`config.mk`:
```
export PLATFORM = sky130hd
export DESIGN_NAME = dmem_arb
export DESIGN_NICKNAME = d
export VERILOG_FILES = /design/src/rtl/dmem_arb.sv
export SDC_FILE = /design/constraint.sdc
export NUM_CORES = 1
export LEC_CHECK = 0
export BUFFER_PORTS_ARGS = -buffer_cell sky130_fd_sc_hd__buf_2
export CAP_MARGIN = 10
export CORE_MARGIN = 2
export CORE_UTILIZATION = 45
export DETAILED_ROUTE_END_ITERATION = 12
export PLACE_DENSITY_LB_ADDON = 0.12
export SYNTH_ARGS = -nofsm -noshare
export SYNTH_HDL_FRONTEND = slang
export SYNTH_SLANG_ARGS = --single-unit
```
`constraint.sdc`:
```
create_clock -name mclk -period 1.7 [get_ports mclk]
set_input_delay 0.34 -clock mclk [delete_from_list [all_inputs] [get_ports mclk]]
set_output_delay 0.34 -clock mclk [all_outputs]
set_load 0.02 [all_outputs]
```
`src/rtl/dmem_arb.sv`:
```
// Data-memory arbiter: the CPU owns the single-port RAM whenever it is enabled.
// One DMA request at a time is held and slipped into the idle RAM slots.
`ifndef DMEM_MSB
`define DMEM_MSB 12
`endif

module dmem_arb #(
  parameter int ADDR_W     = `DMEM_MSB,
  parameter int STARVE_LIM = 64
) (
  input  logic              mclk,
  input  logic              reset_n,
  input  logic              cpu_cen,
  input  logic [1:0]        cpu_wen,
  input  logic [ADDR_W-1:0] cpu_addr,
  input  logic [15:0]       cpu_din,
  output logic [15:0]       cpu_dout,
  input  logic              dma_req,
  input  logic              dma_we,
  input  logic [1:0]        dma_be,
  input  logic [ADDR_W-1:0] dma_addr,
  input  logic [15:0]       dma_wdata,
  output logic              dma_ready,
  output logic              dma_rvalid,
  output logic [15:0]       dma_rdata,
  output logic              dma_starve,
  output logic              ram_ena,
  output logic [1:0]        ram_wea,
  output logic [ADDR_W-1:0] ram_addra,
  output logic [15:0]       ram_dina,
  input  logic [15:0]       ram_douta
);

  typedef enum logic [1:0] {IDLE, PEND, RDRSP} state_t;

  state_t              state, state_nxt;
  logic                h_we;
  logic [1:0]          h_be;
  logic [ADDR_W-1:0]   h_addr;
  logic [15:0]         h_wdata;
  logic [7:0]          wait_cnt;
  logic                accept, issue;

  assign dma_ready  = (state == IDLE);
  assign accept     = dma_ready & dma_req;
  assign cpu_dout   = ram_douta;
  assign dma_starve = (wait_cnt >= 8'(STARVE_LIM));

  // RAM port mux: CPU first, then the held DMA access in PEND.
  always_comb begin
    ram_ena   = 1'b0;
    ram_wea   = 2'b00;
    ram_addra = cpu_addr;
    ram_dina  = cpu_din;
    issue     = 1'b0;
    if (!cpu_cen) begin
      ram_ena = 1'b1;
      ram_wea = ~cpu_wen;
    end else if (state == PEND) begin
      ram_ena   = 1'b1;
      ram_wea   = h_we ? h_be : 2'b00;
      ram_addra = h_addr;
      ram_dina  = h_wdata;
      issue     = 1'b1;
    end
  end

  always_comb begin
    state_nxt = state;
    case (state)
      IDLE:    if (accept) state_nxt = PEND;
      PEND:    if (issue)  state_nxt = h_we ? IDLE : RDRSP;
      RDRSP:   state_nxt = IDLE;
      default: state_nxt = IDLE;
    endcase
  end

  always_ff @(posedge mclk or negedge reset_n) begin
    if (!reset_n) begin
      state      <= IDLE;
      h_we       <= 1'b0;
      h_be       <= 2'b00;
      h_addr     <= '0;
      h_wdata    <= 16'h0000;
      wait_cnt   <= 8'd0;
      dma_rvalid <= 1'b0;
      dma_rdata  <= 16'h0000;
    end else begin
      state      <= state_nxt;
      dma_rvalid <= (state == RDRSP);
      // RAM output during RDRSP belongs to the DMA read issued the cycle before.
      if (state == RDRSP) dma_rdata <= ram_douta;
      if (accept) begin
        h_we    <= dma_we;
        h_be    <= dma_be;
        h_addr  <= dma_addr;
        h_wdata <= dma_wdata;
      end
      if (issue)
        wait_cnt <= 8'd0;
      else if (state == PEND && !cpu_cen && wait_cnt != 8'hFF)
        wait_cnt <= wait_cnt + 8'd1;
    end
  end

endmodule

```
==> flow_summary.ini, run 1 <==
[sta]
tightest_slew_ns = 0.323
rsz0062_at_grt = yes
setup_tns_ns = -8.57
fmax_mhz = 495
period_needed_ns = 2.02
finalCritPeriodShare_pct = 119
skew_ns = 0.00594
slew_violations = 0
setup_violations = 30
hold_viol = 0
layout_setup_ws_ns = -0.318
slew_headroom_pct = 78.5

[critical_path]
rrSetupSlack_ns = 0.08
cpPeakStageDelay_ns = 0.37
endpoint_kind = primary output
cp-start-kind = register
crit_required_ns = 1.36
timing.rr.end = h_wdata[1]
arrival_ns = 1.68
path_cells = and2b_2 -> nand2_4 -> buf_12 -> mux2_2 -> buf_2
worstRegToRegCells = 6
reg2reg_from = state[1]
path_class = reg2out
slowest_stage = dfrtp_1
path_max_fanout = 11

[grt]
grt_pass1_wl_um = 9890
antenna_found_initial = 0
grt_max_degree = 59
grt.overflow.total = 0
grt_usage_pct = 17.6
grt_pass1_vias = 2051

[clock_network]
holdBufCountCts = 0
htreeDepth = 3
clock-sinks = 58
cts-root-buf = clkbuf_8
clock_path_buffers = 2
cts_tree = yes
clk-insertion-delay-late_ns = 0.32
clk_pin_slew_ns = 0.06
cts_made_buffers = 9

[logic_synthesis]
synthArstFlopShare_pct = 100
yosys-top-cells-count = dfrtp_1, mux2_2, mux2_4
avgSynthCellArea_um2 = 13.9
yosysMostFrequentCell = dfrtp_1
synth-edff-count = 0
synth_top_area_share_pct = 49.1
synth_area_um2 = 2950
ys_seq_area_share_pct = 49.1
synth_flop_cell = dfrtp_1
synth.area.top_cells = dfrtp_1, mux2_2, mux2_4
yosysUniqueCellTypes = 33
synth_top_cell_by_area = dfrtp_1
syn_nets = 295
yosys_warnings = 0
syn_inst = 213
synth-seq-cells = 58

[hold_path]
hold_path_class = in2async

[route]
post_drt_via_cell_ratio = 4.81
avgRoutedWirePerCell_um = 14.2
vias = 2156
drt_drc_violations_left = 0
ant_nets = 0
dr.pass1.iters = 4
drt_iter0_drc = 50
routed_wl_um = 6380

[power]
cellLeakagePower_nw = 2.06
vdd_drop_max_uv = 846
p_per_area_nw_per_um2 = 1610

[placed_design]
gp_congestion = 0.737
port_buffers = 146
dpl.hpwl_um = 4450
place_inst = 422

[outcome]
outcome = complete, but fails checks
violations = negative setup slack

[die]
start_util_pct = 46.5
io_pins = 147
die_w_um = 85.0
die_y_um = 85.0
die_area_um2 = 7230
core_um2 = 6350
placementRows = 29

[cells_and_area]
area_growth_pct = 37.0
drive_gt1_share_pct = 72.0
antennaDiodeCount = 0
fin_nets = 448
final_cells = 448
n_fill_cell = 535

[job]
cap_violations = 0
metal layers:
layer / routed length [um] / vias up / track usage [%]
met5: 0 / - / 0
met4: 76 / 0 / 6.93
met3: 467 / 8 / 3.89
met2: 2980 / 97 / 27.6
met1: 2850 / 1005 / 24.0
li1: - / 1046 / -
placed cells by master (no fill, tap or decap), types with 3 or more instances in the layout:
master / n
nand2_1: 3
nor2_1: 5
buf_4: 16
o211ai_1: 3
o21ai_0: 3
clkbuf_8: 11
clkbuf_1: 3
inv_1: 5
buf_12: 3
nand3_1: 6
a31oi_1: 3
mux2_2: 45
dfrtp_1: 58
buf_2: 142
buf_6: 5
mux2_4: 30
stage by stage:
stage          util, %  setup slack, ns  cell area (um^2)  power [mW]  hold WS [ns]
2_1_floorplan        -           0.0664              2950        4.28        0.0444
3_3_place_gp      57.8           0.0115              3670        4.96         0.369
3_5_place_dp      57.8          0.00645              3670        5.01         0.365
4_1_cts           62.4           -0.334              3960        6.45        0.0151
5_1_grt           63.7           -0.389              4050        6.90        0.0231
6_report          63.7           -0.318              4050        6.51        0.0131
registers in the layout (all words and copies together), names as in the netlist:
| register | cells |
|---|---|
| dma_rdata | 16 |
| state | 2 |
| h_we | 1 |
| dma_rvalid | 1 |
| h_addr | 12 |
| wait_cnt | 8 |
| h_wdata | 16 |
| h_be | 2 |
cells by family after synthesis:
logic type / Yosys count / synth area share [%]
flip-flops: 58 / 49.1
AND/OR/NAND/NOR: 31 / 5.68
buffers and inverters: 31 / 8.68
AO/OA/AOI/OAI: 17 / 3.81
multiplexers: 75 / 32.3
adder cells (fa/ha/maj): 1 / 0.423
power by group:
group | internal, mW | switching [mW] | total, mW | leakage, nW
logic | 1.58 | 1.31 | 2.89 | 1.26
registers | 2.00 | 0.358 | 2.36 | 0.703
clock network | 0.757 | 0.509 | 1.27 | 0.101
worst max-delay path, delay by kind of cell (launching register included):
family	cells	cell delay [ns]
buf+inv	2	0.31
flops	1	0.37
mux	1	0.34
simple gates	2	0.34
worst max path at each step:
| stage | endpoint | from | cells after the start |
|---|---|---|---|
| finish | ram_dina[12] | state[0] | 5 |
| global route | ram_dina[12] | state[0] | 5 |
| CTS | ram_addra[4] | state[0] | 5 |
| detailed placement | ram_addra[4] | state[0] | 5 |
| global placement | ram_addra[4] | state[0] | 5 |
| floorplan | ram_addra[0] | state[1] | 4 |
what timing repair did:
action / in CTS / in global routing
buffers inserted: 3 / 7
setup endpoints to repair: 30 / 31
gates resized for setup: 13 / 10
pin swaps: 3 / 1
cloned: 1 / 0
final cells by class:
cell class / instances / area [um^2] / share of cell area, %
Clock buffer: 14 / 163 / 4.02
Clock inverter: 2 / 35.0 / 0.866
Inverter: 5 / 18.8 / 0.464
Multi-Input combinational cell: 124 / 1290 / 32.0
Sequential cell: 58 / 1450 / 35.9
Tap cell: 77 / 96.3 / 2.38
Timing Repair Buffer: 168 / 990 / 24.5
(Power assumes the default switching activity.)
==> inputs of run 2 (changes only) <==
==> constraint.sdc (replaced) <==
create_clock -name mclk -period 1.7 [get_ports mclk]
set_input_delay 0.255 -clock mclk [delete_from_list [all_inputs] [get_ports mclk]]
set_output_delay 0.255 -clock mclk [all_outputs]
set_load 0.02 [all_outputs]
==> flow_summary.ini, run 2 (synthesis results as in run 1) <==
[route]
drt_iter0_drc = 38
routed_wl_um = 6570
ant_nets = 0
drt_drc_violations_left = 0
dr.pass1.iters = 4
post_drt_via_cell_ratio = 4.82
avgRoutedWirePerCell_um = 14.8
vias = 2143

[clock_network]
clock-sinks = 58
clk-insertion-delay-late_ns = 0.32
cts-root-buf = clkbuf_8
clock_path_buffers = 2
cts_made_buffers = 9
clk_pin_slew_ns = 0.06
htreeDepth = 3
cts_tree = yes

[sta]
hold_viol = 0
slew_headroom_pct = 79.2
slew_violations = 0
layout_setup_ws_ns = -0.261
finalCritPeriodShare_pct = 115
tightest_slew_ns = 0.312
setup_tns_ns = -6.53
setup_violations = 30
whs_ns = 0.165
period_needed_ns = 1.96
fmax_mhz = 510
skew_ns = 0.00644
rsz0062_at_grt = yes

[critical_path]
crit_required_ns = 1.44
arrival_ns = 1.71
path_class = reg2out
cp-start-kind = register
endpoint_kind = primary output
path_max_fanout = 5

[cells_and_area]
reg_top3 = dma_rdata: 16 flops, h_wdata: 16 flops, h_addr: 12 flops
final_util_pct = 65.5
fin_nets = 445
final_cells = 445
area_growth_pct = 40.8
antennaDiodeCount = 0
n_fill_cell = 522
fin_area_um2 = 4160
final_common_cell = buf_2
layout_common_cells = buf_2, dfrtp_1, mux2_4
multi_input_area_um2 = 1320
drive_gt1_share_pct = 70.9
regArea_um2 = 1450

[grt]
grt_pass1_wl_um = 9620
antenna_found_initial = 0
grt.overflow.total = 0
grt_usage_pct = 17.1
grt_pass1_vias = 1992
grt_max_degree = 59

[placed_design]
post_dp_cell_area_um2 = 3660
dpl.hpwl_um = 4540
post-place-ws_ns = 0.0678
gp_congestion = 0.727
port_buffers = 146
place_inst = 421

[hold_path]
hold_path_class = in2reg

[power]
cellLeakagePower_nw = 2.13
vdd_drop_max_uv = 890
total_power_mw = 6.47
p_per_area_nw_per_um2 = 1550

[outcome]
outcome = complete, but fails checks
violations = negative setup slack

[die]
die_area_um2 = 7230
placementRows = 29
die_y_um = 85.0
io_pins = 147
die_w_um = 85.0
start_util_pct = 46.5
core_um2 = 6350

[job]
cap_violations = 0
-- run 2: changes by cell type in the layout (fill, tap and decap cells not counted), sizes merged --
cell | before | now
dlygate4sd3 | 0 | 1
bufinv | 1 | 0
clkbuf | 14 | 15
buf | 168 | 162
clkinv | 1 | 3
-- run 2: final timing paths --
| check | from | cells after the start | to | slack [ns] |
|---|---|---|---|---|
| max | state[0] | 5 | ram_dina[3] | -0.26 |
| min | dma_wdata[15] | 2 | h_wdata[15] | 0.16 |
| max reg2reg | state[1] | 5 | h_wdata[1] | 0.19 |
| min reg2reg | h_we | 1 | state[1] | 0.49 |
| max in group asynchronous | reset_n | 3 | h_wdata[0] | 0.96 |
| min in group asynchronous | reset_n | 3 | h_wdata[11] | 0.47 |
-- run 2: worst max-delay path, stage by stage, from the launching register on --
cell and delay [ns]:
dfrtp_1 0.37, and2b_2 0.24, nand2_8 0.13, clkbuf_16 0.17, mux2_2 0.34, buf_6 0.13
-- run 2: timing repair --
| action | 4_1_cts | 5_1_grt |
|---|---|---|
| hold buffers | 1 | 0 |
| buffers inserted | 2 | 2 |
| endpoints found under the hold margin | 58 | 0 |
| cloned | 1 | 2 |
| endpoints found under the setup margin | 28 | 30 |
| pin swaps | 1 | 3 |
| resized for setup | 4 | 58 |
-- run 2: metal layers --
layer	routed length [um]	share of wire, %	global-route usage [%]
met5	0	0	0
met4	33	0.50	6.49
met3	425	6.5	3.40
met2	3250	49	27.5
met1	2860	44	22.9
-- run 2: final cells by class --
cell class / count / share of cell area [%]
timing repair buffer: 165 / 26.7
clock buffer: 13 / 3.58
inverter: 5 / 0.451
clock inverter: 3 / 0.361
multi-input combinational: 124 / 31.7
sequential: 58 / 34.9
tap: 77 / 2.32
-- run 2: power by group --
| part | internal (mW) | switching, mW | leakage (nW) | total (mW) |
|---|---|---|---|---|
| registers | 2.00 | 0.363 | 0.703 | 2.36 |
| logic | 1.71 | 1.34 | 1.34 | 3.05 |
| clock network | 0.563 | 0.490 | 0.0872 | 1.05 |
==> inputs of run 3 (changes only) <==
- clock period: 1.7 -> 2 ns (I/O delays scaled with it)
==> flow_summary.ini, run 3 (synthesis results as in run 1) <==
[cells_and_area]
drive_gt1_share_pct = 69.9
n_fill_cell = 508
antennaDiodeCount = 0
area_growth_pct = 38.1
reg_top3 = dma_rdata: 16 flops, h_wdata: 16 flops, h_addr: 12 flops
fin_nets = 442
final_util_pct = 64.2
layout_common_cells = buf_2, dfrtp_1, mux2_2
final_common_cell = buf_2
regArea_um2 = 1450
multi_input_area_um2 = 1260

[critical_path]
slowest_stage = dfrtp_1
path_delay_family = flip-flops
path_cells = and2b_2 -> nand2_8 -> clkbuf_16 -> mux2_2 -> buf_6
crit_required_ns = 1.70
worst-path-buf-inv = 2
path_max_fanout = 6
cp-start-kind = register
arrival_ns = 1.71
endpoint_kind = primary output
cpPeakStageDelay_ns = 0.38
path_class = reg2out

[power]
cellLeakagePower_nw = 2.06
combPwrFrac_pct = 46.7
total_power_mw = 5.43
swShare_pct = 33.9
p_sw_mw = 1.84
vdd_drop_max_uv = 748
p_per_area_nw_per_um2 = 1330
p_clk_share_pct = 16.6
power_frac_seq_pct = 36.7
intPower_mw = 3.58

[clock_network]
htreeDepth = 3
clock_path_buffers = 2
cts_tree = yes
clk-insertion-delay-late_ns = 0.31
cts_made_buffers = 9
clk_pin_slew_ns = 0.06
cts-root-buf = clkbuf_8
clock-sinks = 58

[sta]
hold_viol = 0
setup_violations = 3
fmax_mhz = 498
period_needed_ns = 2.01
whs_ns = 0.208
slew_violations = 0
skew_ns = 0.00446
finalCritPeriodShare_pct = 100
slew_headroom_pct = 76.5
rsz0062_at_grt = yes
layout_setup_ws_ns = -0.00783
tightest_slew_ns = 0.353

[die]
die_w_um = 85.0
io_pins = 147
placementRows = 29
die_y_um = 85.0
core_um2 = 6350
die_area_um2 = 7230
start_util_pct = 46.5

[job]
cap_violations = 0

[outcome]
outcome = complete, but fails checks
violations = negative setup slack

[route]
drt_iter0_drc = 36
vias = 2141
routed_wl_um = 6590
dr.pass1.iters = 4
ant_nets = 0
avgRoutedWirePerCell_um = 14.9
post_drt_via_cell_ratio = 4.84
drt_drc_violations_left = 0

[placed_design]
gp_congestion = 0.783
port_buffers = 146
dpl.hpwl_um = 4510
post-place-ws_ns = 0.206

[grt]
grt_pass1_vias = 2048
grt_max_degree = 59
grt_pass1_wl_um = 10100
grt.overflow.total = 0
grt_usage_pct = 17.8
antenna_found_initial = 0

[hold_path]
hold_path_class = in2reg
-- run 3: cell count changes in the layout (fill, tap and decap cells not counted), sizes merged --
cell,previous run,this run
buf,162,159
-- run 3: layout make-up --
cell class | count | area share (%)
inverters | 5 | 0.460
repair buffers | 162 | 26.6
multi-input cells | 124 | 31.0
clock buffers | 13 | 3.65
flip-flops and latches | 58 | 35.6
well taps | 77 | 2.36
clock inverters | 3 | 0.368
-- run 3: stage by stage --
stage,cell area [um^2],setup TNS [ns],instances
finish,4080,-0.0101,442
global route,4080,-1.20,442
detailed placement,3630,0,417
floorplan,2950,0,213
global placement,3630,0,417
CTS,3880,-0.0413,439
-- run 3: what timing repair did --
action / CTS / global route
gates cloned: 1 / 2
buffers inserted: 4 / 1
endpoints found under the setup margin: 28 / 28
endpoints found under the hold margin: 58 / 0
resized for setup: 5 / 42
hold buffers: 1 / 0
-- run 3: routing by layer --
metal | share of wire [%] | track usage (%)
met3 | 6.4 | 3.50
met2 | 48 | 28.5
met4 | 0.71 | 6.49
met1 | 45 | 24.3
met5 | 0 | 0
-- run 3: power by group through the flow --
stage | logic [mW] | registers, mW | clock network [mW]
floorplan | 1.49 | 2.15 | 0
global placement | 2.18 | 2.01 | 0
detailed placement | 2.22 | 2.01 | 0
CTS | 2.33 | 2.00 | 0.938
global route | 2.70 | 2.07 | 1.02
finish | 2.53 | 1.99 | 0.900
-- run 3: final timing paths --
path	from	to	slack [ns]	cells past startpoint
setup reg to reg	state[0]	h_wdata[0]	0.34	6
min in group asynchronous	reset_n	dma_rdata[14]	0.52	3
hold reg to reg	h_we	state[1]	0.45	1
hold / removal	dma_wdata[4]	h_wdata[4]	0.21	2
setup / recovery	state[0]	ram_dina[12]	-0.008	5
max in group asynchronous	reset_n	h_wdata[10]	1.22	3
